==> src/rtl/if_stage.sv <==
// Instruction-fetch stage: owns the PC, fetches over a req/ready handshake and
// fills the IF/ID register, with a one-word hold buffer for downstream stalls.
module if_stage #(
  parameter int                ADDR_W   = 32,
  parameter logic [ADDR_W-1:0] RESET_PC = 32'h0000_0000
) (
  input  logic              clk,
  input  logic              rst,
  input  logic              stall,
  input  logic              branch_taken,
  input  logic [ADDR_W-1:0] branch_target,
  output logic              imem_req,
  output logic [ADDR_W-1:0] imem_addr,
  input  logic              imem_ready,
  input  logic [31:0]       imem_rdata,
  output logic [31:0]       if_instr,
  output logic [5:0]        if_opcode,
  output logic [ADDR_W-1:0] if_pc,
  output logic [ADDR_W-1:0] if_pc_plus4,
  output logic              if_valid
);

  typedef enum logic [1:0] {START, FETCH, HOLD} state_t;

  localparam logic [ADDR_W-1:0] FOUR       = ADDR_W'(4);
  localparam logic [ADDR_W-1:0] ALIGN_MASK = ~ADDR_W'(3);

  state_t            state, state_next;
  logic [ADDR_W-1:0] pc, pc_next;
  logic [31:0]       hold_instr;
  logic [ADDR_W-1:0] hold_pc;
  logic              ifid_load, ifid_from_hold, ifid_flush, hold_load;
  logic [ADDR_W-1:0] target;
  logic [ADDR_W-1:0] src_pc;

  assign target    = branch_target & ALIGN_MASK;
  assign imem_addr = pc;
  assign if_opcode = if_instr[31:26];
  assign src_pc    = ifid_from_hold ? hold_pc : pc;

  // NOTE: sequential state uses non-blocking assignments so every register
  // samples the pre-edge values, independent of statement order.
  always_ff @(posedge clk) begin
    if (rst) state <= START;
    else     state <= state_next;
  end

  // NOTE: every output of this block gets a default first, so no path through
  // the case statement can leave a signal unassigned and infer a latch.
  always_comb begin
    state_next     = state;
    pc_next        = pc;
    imem_req       = 1'b0;
    ifid_load      = 1'b0;
    ifid_from_hold = 1'b0;
    ifid_flush     = 1'b0;
    hold_load      = 1'b0;
    unique case (state)
      START: state_next = FETCH;
      FETCH: begin
        imem_req = 1'b1;
        if (branch_taken) begin
          pc_next    = target;
          ifid_flush = 1'b1;
        end else if (imem_ready && !stall) begin
          ifid_load = 1'b1;
          pc_next   = pc + FOUR;
        end else if (imem_ready) begin
          // Word already accepted from memory: park it until the stall clears.
          hold_load  = 1'b1;
          pc_next    = pc + FOUR;
          state_next = HOLD;
        end else if (!stall) begin
          ifid_flush = 1'b1;
        end
      end
      HOLD: begin
        if (branch_taken) begin
          pc_next    = target;
          ifid_flush = 1'b1;
          state_next = FETCH;
        end else if (!stall) begin
          ifid_load      = 1'b1;
          ifid_from_hold = 1'b1;
          state_next     = FETCH;
        end
      end
      default: state_next = START;
    endcase
  end

  // NOTE: the hold buffer is reset along with everything else so a word
  // parked before reset can never leak out afterwards.
  always_ff @(posedge clk) begin
    if (rst) begin
      pc          <= RESET_PC;
      hold_instr  <= '0;
      hold_pc     <= '0;
      if_instr    <= '0;
      if_pc       <= '0;
      if_pc_plus4 <= '0;
      if_valid    <= 1'b0;
    end else begin
      pc <= pc_next;
      if (hold_load) begin
        hold_instr <= imem_rdata;
        hold_pc    <= pc;
      end
      if (ifid_flush) begin
        if_instr <= '0;
        if_valid <= 1'b0;
      end else if (ifid_load) begin
        if_instr    <= ifid_from_hold ? hold_instr : imem_rdata;
        if_pc       <= src_pc;
        if_pc_plus4 <= src_pc + FOUR;
        if_valid    <= 1'b1;
      end
    end
  end

endmodule

==> config.mk <==
export PLATFORM = sky130hd
export DESIGN_NAME = if_stage
export DESIGN_NICKNAME = d
export VERILOG_FILES = /design/src/rtl/if_stage.sv
export SDC_FILE = /design/constraint.sdc
export NUM_CORES = 1
export LEC_CHECK = 0
export BUFFER_PORTS_ARGS = -buffer_cell sky130_fd_sc_hd__buf_2
export CORE_AREA = 5 5 196 198
export CTS_CLUSTER_DIAMETER = 120
export DETAILED_ROUTE_END_ITERATION = 10
export DIE_AREA = 0 0 201 203
export PLACE_DENSITY = 0.52
export SLEW_MARGIN = 20
export SYNTH_ARGS = -nofsm -noshare
export SYNTH_HDL_FRONTEND = slang
export SYNTH_SLANG_ARGS = --single-unit
==> constraint.sdc <==
create_clock -name clk -period 6.4 [get_ports clk]
set_input_delay 0.32 -clock clk [delete_from_list [all_inputs] [get_ports clk]]
set_output_delay 0.32 -clock clk [all_outputs]
set_load 0.03 [all_outputs]
==> results.toml <==
[grt]
grt_usage = 0.1539
gr-total-overflow = 0
grt_pass1_vias = 8133
grt_max_degree = 92
antenna_found_initial = 3
grt_pass1_wl_mm = 49.82

[drt]
first_pass_iters = 5
antenna_left = 0
vias = 8973
drtIter0Drc = 502
vias_per_cell = 5.007
drc_errors = 0
post_drt_wl_per_cell_um = 18.30
routed_wl_mm = 32.79

[timing]
setup_ws_ns = 2.351
timing_hold_violations_final = 0
fin_crit_sh = 0.6327
slew_headroom = 0.2506
rsz0062_at_grt = "no"
skew_ns = 0.01665
slew_violations = 0
period_needed_ns = 4.049
fmaxAchievable_mhz = 246.9
tightest_slew_ns = 1.124
finalSetupViolations = 0
fin_setup_tns_ns = 0

[synth]
synthDistinctLibCells = 57
syn-instance-count = 1192
async_flop_share = 0
syn-mean-instance-area_um2 = 7.551
synth_flop_cell = "dfxtp_1"
synthTopCellsByArea = "dfxtp_1, nand2_1, a21oi_1, nor2_1, clkbuf_1"
ys_seq_area_frac = 0.4159
synth_edf_count = 0
yosysTopAreaCellShare = 0.4159
ys_ff_latch = 187
yosys.area.top_type = "dfxtp_1"
synth_area_mm2 = 0.009001
yosysWarnings = 0

[floorplanning]
coreArea_mm2 = 0.03635
io_pins = 205
die_w_um = 201
rows = 70
initial_utilization = 0.2476
die_area_mm2 = 0.04080
dieHeight_um = 203

[min_path]
min-delay-start = "imem_rdata[23]"
min_path_type = "in2reg"

[placement]
portBuffers = 196
pre_cts_ws_ns = 2.384
dp_hpwl_mm = 22.57
gp_congestion = 0.8114
dpl_cell_area_mm2 = 0.01022

[finish]
nets = 1385
diodes = 0
utilization = 0.2988
layout-drive-gt1-share = 0.1979
fin_area_mm2 = 0.01086
syn_to_final_growth_pct = 20.67

[setup_path]
timing.rr.start = "state[0]"
path_delay_family = "simple AND/OR/NAND/NOR gates"
cp_cell_sequence = "inv_1 > ha_1 > nor3b_2 > buf_4 > nand2_1 > nand2_1 > ha_1 > inv_1 > nor4_1 > nor2_1 > or4_1 > nand3_1 > a21oi_1"
crit_type = "reg2reg"
crit_start = "state[0]"
worst_ep_required_time_ns = 6.69
slowest_delay_ns = 0.58
arrival_ns = 4.34
endpoint_kind = "flop"
crit_path_start_kind = "flop"
slowest_stage = "or4_1"
critPathMaxFanout = 39
path_buf_inv = 3

[clocking]
htreeDepth = 4
numCtsBuffers = 17
cts_tree = "done"
clock_latency_ns = 0.45
clkTransAtPathRegs_ns = 0.08
cts_root_buf = "clkbuf_16"
ctsLongestPathBuffers = 2
cts.sinks = 187
cts_resized = 0
cts_setup_buffers = 0
cts-hold-fix-buffers = 0

[pwr]
ir_worst_vdd_uv = 169.1
leakage_nw = 4.078
p_per_area_mw_per_mm2 = 251.3
total_power_mw = 2.730

[outcome]
status = "completed"

[job]
maxCapViolations = 0
power by group:
group	leakage, nW	internal, mW	total (mW)	switching [mW]
registers	1.51	1.19	1.26	0.0613
clock network	0.305	0.546	1.15	0.602
logic	2.26	0.0981	0.325	0.227
metal layers:
layer  wire length (µm)  track usage
met1              16360       0.2297
met5                 34            0
met4                607      0.04794
met3               1940      0.03242
met2              13850       0.2201
through the flow:
| stage | cells | hold WS (ns) |
|---|---|---|
| after global placement | 1760 | 0.4417 |
| after global routing | 1792 | 0.1044 |
| after floorplan | 1197 | 0.4357 |
| after CTS | 1792 | 0.09813 |
| after detailed placement | 1760 | 0.4424 |
| final | 1792 | 0.1195 |
area by class of cell:
type / count / area (µm²)
clock buffer: 17 / 425.4
clock inverter: 15 / 211.5
fill: 3956 / 25490
inverter: 6 / 22.52
multi-input combinational: 891 / 4800
sequential: 187 / 3744
tap: 468 / 585.6
timing repair buffer: 208 / 1074
flip-flops by register name, summed over array words and instances, names as in the netlist:
name         cells
if_pc           30
if_instr        32
state            2
if_pc_plus4     30
hold_instr      32
imem_addr       30
hold_pc         30
if_valid         1
Yosys cell counts (5+ instances only):
| library cell | number |
|---|---|
| nand2_1 | 284 |
| dfxtp_1 | 187 |
| nor2_1 | 123 |
| a21oi_1 | 117 |
| clkbuf_1 | 90 |
| nand3_1 | 41 |
| a311oi_1 | 36 |
| o21ai_0 | 36 |
| a211oi_1 | 33 |
| mux2i_1 | 30 |
| nor3_1 | 24 |
| and3_1 | 23 |
| nand4_1 | 15 |
| buf_4 | 13 |
| xor2_1 | 13 |
| o22ai_1 | 12 |
| a31oi_1 | 9 |
| and4_1 | 7 |
| or3_1 | 7 |
| buf_2 | 6 |
| inv_1 | 6 |
| o31ai_1 | 6 |
| ha_1 | 5 |
| nand3b_1 | 5 |
final timing paths:
check / depth (start not counted) / slack, ns / end
max reg2reg: 13 / 2.35 / if_pc_plus4[20]
min: 3 / 0.12 / hold_instr[23]
min reg2reg: 2 / 0.45 / if_pc_plus4[6]
max: 13 / 2.35 / if_pc_plus4[20]
cell usage in the layout (no fill, tap or decap), drive strengths merged, types with 9 or more instances in the layout:
master | Yosys | layout
a21oi | 117 | 117
and3 | 23 | 23
nor3 | 24 | 24
nand2 | 284 | 284
dfxtp | 187 | 187
o22ai | 12 | 12
a211oi | 33 | 33
o21ai | 36 | 36
mux2i | 30 | 30
xor2 | 13 | 13
buf | 23 | 208
nand4 | 15 | 15
clkbuf | 90 | 17
a31oi | 9 | 9
inv | 6 | 14
nor2 | 123 | 123
a311oi | 36 | 36
nand3 | 41 | 41
cells by family (layout without fill, tap and decap cells):
logic type	count (synthesis)	in the layout	synth area share
AND/OR/NAND/NOR	552	552	0.2694
AO/OA/AOI/OAI	277	277	0.1949
flip-flops	187	187	0.4159
buffers and inverters	119	246	0.05755
multiplexers	34	34	0.03837
XOR/XNOR	17	17	0.01654
adder cells (fa/ha/maj)	5	5	0.006950
other	1	6	0.0004166
worst register-to-register path, stage by stage (launching register included):
cell	delay, ns
dfxtp_1	0.33
inv_1	0.08
ha_1	0.48
nor3b_2	0.25
buf_4	0.48
nand2_1	0.11
nand2_1	0.10
ha_1	0.35
inv_1	0.11
nor4_1	0.51
nor2_1	0.34
or4_1	0.58
nand3_1	0.09
a21oi_1	0.06
No activity file was read; power rests on OpenSTA's default activity.
